===== src/rtl/fetch_unit_if.sv =====
// Instruction ROM bus between the fetch stage and the asynchronous-read ROM.
interface fetch_unit_if;
  logic [31:0] imem_addr;
  logic [31:0] imem_rdata;

  // Fetch side drives the address and consumes the same-cycle read data.
  modport master (output imem_addr, input imem_rdata);
  // ROM side returns data combinationally for the presented address.
  modport slave  (input imem_addr, output imem_rdata);
endinterface


===== src/rtl/fetch_unit.sv =====
// Instruction-fetch stage of the multicycle MIPS core: PC/IR registers,
// next-PC selection, retired-instruction counter and sticky jr alignment flag.
// Optional feature macro: FETCH_BGEZAL_EN (branch select also resolves bgezal).
module fetch_unit #(
  parameter logic [31:0] RESET_PC = 32'h0000_3000,
  parameter int unsigned CNT_W    = 32
) (
  input  logic             clk,
  input  logic             rst_n,
  input  logic             pc_wr,
  input  logic             ir_wr,
  input  logic [1:0]       npc_sel,
  input  logic             zero,
  input  logic [31:0]      rs_data,
  fetch_unit_if.master     imem,
  output logic [31:0]      pc,
  output logic [31:0]      pc_plus4,
  output logic [31:0]      ir,
  output logic [5:0]       opcode,
  output logic [5:0]       funct,
  output logic [4:0]       rs,
  output logic [4:0]       rt,
  output logic [4:0]       rd,
  output logic [15:0]      imm16,
  output logic [CNT_W-1:0] instr_cnt,
  output logic             addr_err
);

  localparam logic [5:0] OP_BEQ = 6'b000100;
`ifdef FETCH_BGEZAL_EN
  localparam logic [5:0] OP_REGIMM  = 6'b000001;
  localparam logic [4:0] RT_BGEZAL  = 5'b10001;
`endif

  localparam logic [1:0] SEL_SEQ = 2'b00;
  localparam logic [1:0] SEL_BR  = 2'b01;
  localparam logic [1:0] SEL_J   = 2'b10;
  localparam logic [1:0] SEL_JR  = 2'b11;

  logic        br_cond;
  logic [31:0] br_off;
  logic [31:0] npc;

  // IR field decode feeding the controller and datapath.
  always_comb begin
    opcode = ir[31:26];
    rs     = ir[25:21];
    rt     = ir[20:16];
    rd     = ir[15:11];
    imm16  = ir[15:0];
    funct  = ir[5:0];
  end

  // Link value and word-scaled, sign-extended branch displacement.
  always_comb begin
    pc_plus4 = pc + 32'd4;
    br_off   = {{14{ir[15]}}, ir[15:0], 2'b00};
  end

  // Branch condition for the instruction currently held in IR.
  always_comb begin
    br_cond = 1'b0;
    if (opcode == OP_BEQ) begin
      br_cond = zero;
    end
`ifdef FETCH_BGEZAL_EN
    else if (opcode == OP_REGIMM && rt == RT_BGEZAL) begin
      br_cond = ~rs_data[31];
    end
`endif
  end

  // Next-PC select; jr target always has its low two bits cleared.
  always_comb begin
    npc = pc_plus4;
    case (npc_sel)
      SEL_SEQ: npc = pc_plus4;
      SEL_BR:  npc = br_cond ? (pc_plus4 + br_off) : pc_plus4;
      SEL_J:   npc = {pc_plus4[31:28], ir[25:0], 2'b00};
      SEL_JR:  npc = {rs_data[31:2], 2'b00};
      default: npc = pc_plus4;
    endcase
  end

  // Fetch from the new PC when it updates so PC and IR stay paired.
  always_comb begin
    imem.imem_addr = pc_wr ? npc : pc;
  end

  // PC, retired-instruction counter and sticky misaligned-jr flag.
  always_ff @(posedge clk or negedge rst_n) begin
    if (!rst_n) begin
      pc        <= RESET_PC;
      instr_cnt <= '0;
      addr_err  <= 1'b0;
    end else if (pc_wr) begin
      pc        <= npc;
      instr_cnt <= instr_cnt + CNT_W'(1);
      if (npc_sel == SEL_JR && rs_data[1:0] != 2'b00) begin
        addr_err <= 1'b1;
      end
    end
  end

  // Instruction register; reset value is the sll nop.
  always_ff @(posedge clk or negedge rst_n) begin
    if (!rst_n) begin
      ir <= '0;
    end else if (ir_wr) begin
      ir <= imem.imem_rdata;
    end
  end

endmodule


===== src/flat_wrapper.sv =====
// flat-port wrapper written by rule: the top's interface ports become plain ports
module fetch_unit_flat 
#(
  parameter logic [31:0] RESET_PC = 32'h0000_3000,
  parameter int unsigned CNT_W    = 32
)
  (clk, rst_n, pc_wr, ir_wr, npc_sel, zero, rs_data, pc, pc_plus4, ir, opcode, funct, rs, rt, rd, imm16, instr_cnt, addr_err, imem_imem_addr, imem_imem_rdata);
  fetch_unit_if imem_i ();
  input  logic clk;
  input  logic rst_n;
  input  logic pc_wr;
  input  logic ir_wr;
  input  logic [1:0] npc_sel;
  input  logic zero;
  input  logic [31:0] rs_data;
  output logic [31:0] pc;
  output logic [31:0] pc_plus4;
  output logic [31:0] ir;
  output logic [5:0] opcode;
  output logic [5:0] funct;
  output logic [4:0] rs;
  output logic [4:0] rt;
  output logic [4:0] rd;
  output logic [15:0] imm16;
  output logic [CNT_W-1:0] instr_cnt;
  output logic addr_err;
  output wire logic [$bits(imem_i.imem_addr)-1:0] imem_imem_addr;
  input wire logic [$bits(imem_i.imem_rdata)-1:0] imem_imem_rdata;
  assign imem_imem_addr = imem_i.imem_addr;
  assign imem_i.imem_rdata = imem_imem_rdata;
  fetch_unit #(.RESET_PC(RESET_PC), .CNT_W(CNT_W)) u_core (.clk(clk), .rst_n(rst_n), .pc_wr(pc_wr), .ir_wr(ir_wr), .npc_sel(npc_sel), .zero(zero), .rs_data(rs_data), .imem(imem_i), .pc(pc), .pc_plus4(pc_plus4), .ir(ir), .opcode(opcode), .funct(funct), .rs(rs), .rt(rt), .rd(rd), .imm16(imm16), .instr_cnt(instr_cnt), .addr_err(addr_err));
endmodule

===== config.mk =====
export PLATFORM = sky130hd
export DESIGN_NAME = fetch_unit_flat
export DESIGN_NICKNAME = d
export VERILOG_FILES = /design/src/rtl/fetch_unit_if.sv /design/src/rtl/fetch_unit.sv /design/src/flat_wrapper.sv
export SDC_FILE = /design/constraint.sdc
export NUM_CORES = 1
export LEC_CHECK = 0
export ABC_CLOCK_PERIOD_IN_PS = 4500
export BUFFER_PORTS_ARGS = -buffer_cell sky130_fd_sc_hd__buf_2
export CAP_MARGIN = 20
export CORE_ASPECT_RATIO = 0.7
export CORE_MARGIN = 2
export CORE_UTILIZATION = 28
export DETAILED_ROUTE_END_ITERATION = 6
export MAX_ROUTING_LAYER = met4
export PLACE_DENSITY_LB_ADDON = 0.08
export SLEW_MARGIN = 25
export SYNTH_ARGS = -nofsm -noshare
export SYNTH_HDL_FRONTEND = slang
export SYNTH_SLANG_ARGS = --single-unit

===== constraint.sdc =====
create_clock -name clk -period 4.5 [get_ports clk]
set_input_delay 0.225 -clock clk [delete_from_list [all_inputs] [get_ports clk]]
set_output_delay 0.225 -clock clk [all_outputs]
set_load 0.005 [all_outputs]

==> impl.org, run 1 <==
** Drt
- Number of DRC violations after detailed-routing iteration 0 :: 503
- Via Count :: 6879
- For this block, the routed nets add up to 27600 µm of wire.
- Routed length per instance :: 20.1 µm
- In the routed layout, each cell is associated on average with a via count of 5.01.
- Final ANT Viol Nets :: 0
- The pre-antenna-repair detailed-routing pass consisted of 6 iterations.
- Residual DRC count :: 0

** Logic synthesis
- Synth warn :: 0
- After synthesis the netlist holds a flip-flop and latch count of 97.
- Dividing the synthesized area by the synthesized cell count gives 9.25 µm².
- Counting flops with a built-in enable in the synthesized netlist gives 0.
- The number of different library cells used by synthesis comes to 81.
- Post-synthesis instance area :: 0.00733 mm²
- Synth top area cells :: sky130_fd_sc_hd__dfrtp_1 32%, sky130_fd_sc_hd__xnor2_1 6.1%, sky130_fd_sc_hd__ha_1 6.0%
- Among all flip-flop cells after synthesis, the most frequent one is sky130_fd_sc_hd__dfrtp_1.
- Of the post-synthesis cell area, the dominant cell type holds 0.324.
- Number of standard cells after synthesis :: 793
- Of all cell types, the one taking the most synthesized area is sky130_fd_sc_hd__dfrtp_1.
- Counting every net in the synthesized netlist gives 900.
- After synthesis, the share of flip-flops with an asynchronous set or reset is 1.00.
- The share of the Yosys chip area taken by registers is 0.331.

** Floorplanning
- Measured along the x axis, the die boundary spans 197 µm.
- After floorplanning, the core was sized to cover 0.0257 mm².
- Starting utilization of the core area :: 0.286
- Number of cell rows :: 49
- From bottom edge to top edge, the die measures 139 µm.
- Die area :: 0.0275 mm²
- During I/O placement, the number of pins put on the boundary was 275.

** Clocking
- Counting the buffers created by CTS gives 9.
- The tree is rooted in a sky130_fd_sc_hd__clkbuf_16.
- Clock edge transition at the registers on the reported setup and hold paths :: 0.07 ns
- Max Buffers Root-to-Sink :: 2
- Clock Sinks :: 97
- The H-tree was split into 3 levels.
- TritonCTS built the clock tree.
- Later-pin clock latency in the skew report :: 0.36 ns

** STA
- Of the available clock period, the critical path in the final layout requires 0.969.
- Final setup fails :: 0
- For this run, the top clock speed supported by timing is 229 MHz.
- Time the final worst path needs with I/O delays and setup :: 4.36 ns
- Post-route setup slack :: 0.140 ns
- Worst-case headroom to the max-slew limit :: 0.410
- Fin. max-slew vios :: 0
- Between clock sinks in the finished design, the worst skew comes to 0.00854 ns.
- Number of hold violations in the final report :: 0
- At the pin with the least slew margin, the transition time is 0.884 ns.
- Worst hold slack :: 0.0704 ns

** Worst setup path
- Largest fanout of any net on the critical path :: 6
- The number of buffers and inverters on the critical path is 3.
- The worst setup path is captured at an output pin.
- Arr. time, crit path :: 4.13 ns
- The cell that appears most often on the critical path is sky130_fd_sc_hd__a21o_1.
- The signal on the critical path passes through and3_4 -> nand4_4 -> buf_12 -> nor2_4 -> buf_4 -> nand2_1 -> xnor2_2 -> ha_1 -> a21o_1 -> a21o_1 -> a21oi_1 -> o2bb2ai_1 -> o32ai_2 -> xnor2_1 -> a221oi_1 -> nor2_1 -> buf_2.
- The slowest stage of the critical path belongs to the cell sky130_fd_sc_hd__dfrtp_2.
- Startpoint kind of the worst setup timing path :: flip-flop
- For this run, the slowest stage of the critical path takes 0.43 ns.
- Grouping stages by cell kind, the critical path spends the most delay in compound AO/OA/AOI/OAI gates.
- At the worst endpoint, the required time is 4.28 ns.
- Critical Setup Path Class :: reg -> out

** Power and ir drop
- In this run the static leakage power is 4.55 nW.
- Of the total power, the share spent switching nets is 0.388.
- Summed over all nets, the switching power comes to 1.33 mW.
- Of the total power, the clock network draws 0.240.
- P per Cell Area :: 359 mW/mm²
- Share of total power in combinational logic :: 0.424
- Final Power :: 3.42 mW
- Sequential Power Share :: 0.336
- Across the VDD grid, the largest voltage drop is 181 µV.
- Pint :: 2.09 mW

** GRT
- Total grt overflow :: 0
- All-Layer GR Usage :: 0.202
- Maximum number of pins on one net before global-route repair :: 66
- Number of antenna violations at the first check in global routing :: 0
- Wire length of the first global-routing pass :: 41300 µm
- The via count of the first global-routing pass came to 6551.

** Placed design
- Detailed placement ended at an HPWL of 21000 µm.
- Prior to clock tree synthesis, the placed netlist has a worst setup slack of 0.227 ns.
- At the end of routability-driven placement, the weighted congestion stood at 0.874.
- DP Area :: 0.00876 mm²
- During placement, the flow inserted port buffers numbering 274.

** Run
- Max-cap violations :: 0

** Layout
- Number of nets at the end of the flow :: 1145
- The finished cells cover 0.00953 mm².
- Relative to the synthesized area, the layout overhead comes to 30.0%.
- The repair_antennas step left the layout with diodes totalling 0.
- In the final layout, the share of cells above drive strength 1 is 0.421.
- Summing all multi-input logic gate instances after layout gives 0.00463 mm².
- Fill cells in the final layout number 2703.
- The sequential cells in the finished layout cover a total of 0.00244 mm².

** Hold path
- Class of the most critical hold timing path :: in -> reg

** Run status
- Outcome :: finished clean
[area by class of cell]
| cell class | count | share of cell area |
|---|---|---|
| multi-input combinational | 595 | 0.486 |
| clock inverter | 4 | 0.00538 |
| clock buffer | 12 | 0.0259 |
| sequential | 97 | 0.256 |
| tap | 331 | 0.0434 |
| inverter | 26 | 0.0104 |
| timing repair buffer | 309 | 0.174 |
[placed cells by master, fill, tap and decap left out, types with 28 or more instances in the layout]
master,count
sky130_fd_sc_hd__xnor2_1,44
sky130_fd_sc_hd__buf_4,33
sky130_fd_sc_hd__mux2_2,38
sky130_fd_sc_hd__buf_2,273
sky130_fd_sc_hd__a21oi_1,45
sky130_fd_sc_hd__nor2_1,62
sky130_fd_sc_hd__o21ai_0,28
sky130_fd_sc_hd__dfrtp_1,90
sky130_fd_sc_hd__nand2_1,58
sky130_fd_sc_hd__nand3_1,31
[worst register-to-register path: stages (launching register included)]
cell and delay, ns:
sky130_fd_sc_hd__dfrtp_2 0.43, sky130_fd_sc_hd__and3_4 0.23, sky130_fd_sc_hd__nand4_4 0.18, sky130_fd_sc_hd__buf_12 0.19
sky130_fd_sc_hd__nor2_4 0.18, sky130_fd_sc_hd__xor2_2 0.23, sky130_fd_sc_hd__ha_1 0.34, sky130_fd_sc_hd__a21oi_4 0.21
sky130_fd_sc_hd__o221ai_2 0.16, sky130_fd_sc_hd__a2111oi_4 0.33, sky130_fd_sc_hd__o21ai_2 0.15, sky130_fd_sc_hd__a221oi_2 0.39
sky130_fd_sc_hd__xnor2_1 0.10, sky130_fd_sc_hd__a222oi_1 0.28, sky130_fd_sc_hd__o21ai_1 0.15, sky130_fd_sc_hd__buf_4 0.15
[final timing paths]
path,start,endpoint,slack [ns],cells after the start
max,u_core.pc[9]$_DFF_PN0_,imem_imem_addr[26],0.14,17
max reg2reg,u_core.pc[9]$_DFF_PN0_,u_core.pc[24]$_DFF_PN0_,0.72,15
min in group asynchronous,rst_n,u_core.ir[8]$_DFFE_PN0P_,0.43,2
min reg2reg,u_core.addr_err$_DFFE_PN0P_,u_core.addr_err$_DFFE_PN0P_,0.46,1
max in group asynchronous,rst_n,u_core.pc[2]$_DFF_PN0_,2.92,3
min,imem_imem_rdata[15],u_core.ir[15]$_DFFE_PN0P_,0.07,3
[metal layers]
| layer | up-vias | global-route usage | routed length, µm | share of wire |
|---|---|---|---|---|
| li1 | 3309 | - | - | - |
| met1 | 3336 | 0.316 | 14600 | 0.53 |
| met2 | 219 | 0.273 | 11400 | 0.41 |
| met3 | 15 | 0.0320 | 1390 | 0.050 |
| met4 | 0 | 0.0297 | 171 | 0.0062 |
| met5 | - | - | 0 | 0 |
[sequential cells by signal, indices dropped and copies added, names as in the netlist]
signal / cells
u_core.addr_err: 1
u_core.ir: 32
u_core.instr_cnt: 32
u_core.pc: 32
[stage by stage]
| stage | utilization | TNS, ns | instances |
|---|---|---|---|
| 5_1_grt | 0.371 | -0.107 | 1374 |
| 2_1_floorplan | - | 0 | 793 |
| 4_1_cts | 0.355 | -0.000199 | 1353 |
| 3_3_place_gp | 0.341 | 0 | 1336 |
| 3_5_place_dp | 0.341 | 0 | 1336 |
| 6_report | 0.371 | 0 | 1374 |
[cells in the mapped netlist, drive strengths merged, types with 7 or more instances]
cell    instances
dfrtp          95
nor2           66
nand2          59
buf            53
xnor2          51
a21oi          48
mux2           38
ha             35
nand3          34
o21ai          33
xor2           31
inv            25
clkbuf         22
nand4          21
mux2i          19
a21o           13
and3           13
a31oi          12
nor3           11
a222oi          7
nor2b           7
o211ai          7
[kinds of logic (layout without fill, tap and decap cells)]
kind of cell / after synthesis / count (layout) / share of synthesized area
and+or+nand+nor: 249 / 249 / 0.189
AOI/OAI and AO/OA: 171 / 171 / 0.159
DFF: 97 / 97 / 0.331
buffers and inverters: 101 / 351 / 0.0757
muxes: 57 / 57 / 0.0843
adders and majority gates: 36 / 36 / 0.0624
xor gates and xnor gates: 82 / 82 / 0.0989
[power groups by stage]
stage / clock (mW) / combinational (mW) / sequential, mW
2_1_floorplan: 0 / 0.868 / 1.13
3_3_place_gp: 0 / 1.36 / 1.16
3_5_place_dp: 0 / 1.35 / 1.16
4_1_cts: 0.847 / 1.37 / 1.14
5_1_grt: 0.879 / 1.59 / 1.17
6_report: 0.821 / 1.45 / 1.15
[repair_timing]
action,4_1_cts,5_1_grt
hold buffers,1,0
setup buffers,0,21
endpoints found under the setup margin,7,13
hold endpoints to repair,44,0
pin swaps,0,17
gates resized for setup,9,51
Power figures use the tool's default switching activity.
==> run 2, diff against run 1 <==
- SETUP_SLACK_MARGIN: not set -> 0.2
==> run 2 against run 1 <==
  * Setup slack better by 0.16 ns
  * Clock skew is 0.00077 ns lower
  * First-iteration DRC count is 9.1% lower
  * Count of clock-buffer cells in the layout stayed put
  * Core utilization is 1.4 points higher
  * Register-to-register slack better by 0.08 ns
  * Die area stayed put
  * Fmax is 3.8% higher
  * Global-route usage is 0.085 points higher
  * Critical path depth is 2 lower
  * Clock power hardly changed
  * Critical endpoint is now imem_imem_addr[31]
==> impl.org, run 2 (synthesis results as in run 1) <==
** Run status
- Outcome :: finished clean

** STA
- The number of hold violations in the final report is 0.
- After routing, the total negative slack on setup checks comes to 0 ns.
- RSZ-0062 raised after global routing :: yes
- Fin. max-slew vios :: 0
- Between clock sinks in the finished design, the worst skew comes to 0.00778 ns.
- Time the final worst path needs with I/O delays and setup :: 4.20 ns
- Period utilization :: 0.934
- At the pin with the least slew margin, the transition time is 0.889 ns.
- In this run the tightest slew margin relative to its limit is 0.407.
- Timing would allow up to 238 MHz.
- Final setup fails :: 0

** Floorplanning
- From left edge to right edge, the die measures 197 µm.
- For this configuration, the core starts out at a cell density of 0.286.
- Die area :: 0.0275 mm²
- Number of cell rows :: 49
- In this run the vertical extent of the chip is 139 µm.
- The region available for standard cell placement spans 0.0257 mm².
- In this run the count of I/O pins placed on the die edge is 275.

** Clocking
- After clock tree synthesis, the clock-pin slew on the worst setup and hold paths is 0.07 ns.
- At the later pin of the worst-skew pair, clock insertion delay measures 0.36 ns.
- Root Buffer Master :: sky130_fd_sc_hd__clkbuf_16
- TritonCTS buffer count :: 9
- Max Buffers Root-to-Sink :: 2
- Clock tree from TritonCTS :: built
- The H-tree was split into 3 levels.
- CTS saw 97 sinks.

** Power and ir drop
- For this design the total switching power over the nets is 1.37 mW.
- Across the VDD grid, the largest voltage drop is 180 µV.
- Dividing total power by cell area gives a power density of 357 mW/mm².
- Sequential Power Share :: 0.327
- Share of total power in combinational logic :: 0.441
- Leakage power :: 4.67 nW
- Of the total power, the clock network draws 0.232.
- Pint :: 2.16 mW
- Switching portion of total power :: 0.388
- Final Power :: 3.53 mW

** Drt
- Number of DRC violations after detailed-routing iteration 0 :: 457
- Residual DRC count :: 0
- Final ANT Viol Nets :: 0
- The routed layout has 6957 vias.
- Routed length per instance :: 20.1 µm
- Total iterations of the first detailed-routing run :: 5
- Total detailed-routing wirelength :: 27900 µm
- Average via count per standard cell :: 5.01

** Worst setup path
- Walking the worst path, the cells encountered are and4_2 -> nand2_4 -> or3_4 -> nor2b_4 -> xor2_4 -> ha_4 -> a21o_1 -> a21oi_1 -> o211ai_1 -> a2111o_1 -> a21oi_2 -> nor3b_2 -> xnor2_1 -> a221o_1 -> buf_2.
- Type of element capturing the critical path :: output pin
- Among all stages on the critical path, the largest delay is contributed by sky130_fd_sc_hd__dfrtp_2.
- STA classifies the critical path startpoint as a flip-flop.
- At the worst endpoint, the required time is 4.28 ns.
- Critical Setup Path Class :: reg -> out
- Crit-path max cell delay :: 0.46 ns
- Arr. time, crit path :: 3.98 ns
- Largest fanout of any net on the critical path :: 8

** Hold path
- Class of the most critical hold timing path :: in -> reg

** GRT
- After global routing the overflow that remains totals 0.
- Number of antenna violations at the first check in global routing :: 0
- For this run, the total global-route usage over all layers was measured as 0.203.
- Maximum number of pins on one net before global-route repair :: 66
- Wire length of the first global-routing pass :: 41500 µm
- The via count of the first global-routing pass came to 6611.

** Placed design
- Detailed placement finished with a half-perimeter wire length of 21000 µm.
- During placement, the flow inserted port buffers numbering 274.
- Final weighted congestion in routability-driven placement :: 0.874

** Layout
- Layout area overhead :: 34.8%
- Of the cells placed in the final design, the portion with a size suffix greater than 1 is 0.457.
- The library cell used most frequently in the layout, excluding fill and tap cells, is sky130_fd_sc_hd__buf_2.
- At the end of the flow, the number of nets in the layout was 1159.
- Most frequent cells in the layout :: 273 x sky130_fd_sc_hd__buf_2, 87 x sky130_fd_sc_hd__dfrtp_1, 62 x sky130_fd_sc_hd__nor2_1
- The layout has 2660 filler cells.
- In the final layout, the registers with the most flip-flops are u_core.instr_cnt x32, u_core.ir x32, u_core.pc x32.
- The number of antenna diodes in the final layout is 0.

** Run
- Across the run, the number of max-cap violations was 0.
==> run 2: repair_timing <==
item	4_1_cts	5_1_grt
setup buffers	10	25
setup endpoints to repair	13	14
endpoints found under the hold margin	44	0
pin swaps	10	39
gates resized for setup	30	75
hold buffers	1	0
==> run 2: worst max-delay path: cells and delay by family (launching register included) <==
family	cells	cell delay, ns
xor gates and xnor gates	2	0.32
and+or+nand+nor	5	1.12
adders and majority gates	1	0.24
AOI/OAI and AO/OA	6	1.33
DFF	1	0.46
buffers and inverters	1	0.14
==> run 2: power by group through the flow <==
stage                     logic, mW  registers, mW  clock network (mW)
final                          1.56           1.15               0.818
after global routing           1.70           1.17               0.879
after CTS                      1.40           1.14               0.847
after detailed placement       1.35           1.16                   0
after global placement         1.36           1.16                   0
after floorplan               0.868           1.13                   0
==> run 2: cell type report <==
type / count / area, µm² / share of cell area
multi-input combinational: 595 / 4880 / 0.494
sequential: 97 / 2440 / 0.247
timing repair buffer: 323 / 1750 / 0.177
clock inverter: 4 / 51.3 / 0.00519
clock buffer: 12 / 246 / 0.0249
inverter: 26 / 98.8 / 0.0100
tap: 331 / 414 / 0.0419
==> run 2: path summary, 6_finish.rpt <==
check	cells after the start	endpoint	from	slack, ns
setup / recovery	15	imem_imem_addr[31]	u_core.pc[15]$_DFF_PN0_	0.30
hold / removal	3	u_core.ir[15]$_DFFE_PN0P_	imem_imem_rdata[15]	0.08
setup reg to reg	15	u_core.pc[24]$_DFF_PN0_	u_core.pc[5]$_DFF_PN0_	0.80
hold reg to reg	1	u_core.addr_err$_DFFE_PN0P_	u_core.addr_err$_DFFE_PN0P_	0.46
max in group asynchronous	3	u_core.pc[2]$_DFF_PN0_	rst_n	2.92
min in group asynchronous	2	u_core.ir[8]$_DFFE_PN0P_	rst_n	0.43
==> run 2: routing by layer <==
layer  GRT usage  wire length, µm  up-vias
met1       0.316            14800     3407
met5           -                0        -
met3      0.0320             1270       15
li1            -                -     3333
met4      0.0297              180        0
met2       0.276            11600      202
==> run 2: stage by stage <==
step	std cells	worst slack, ns	util	hold WS (ns)	instance area [µm²]
final	1388	0.298	0.385	0.0815	9890
after global routing	1388	0.0621	0.385	0.0695	9890
after CTS	1363	0.171	0.361	0.0540	9270
after detailed placement	1336	0.227	0.341	0.298	8760
after global placement	1336	0.256	0.341	0.296	8760
after floorplan	793	0.796	-	-0.0706	7330
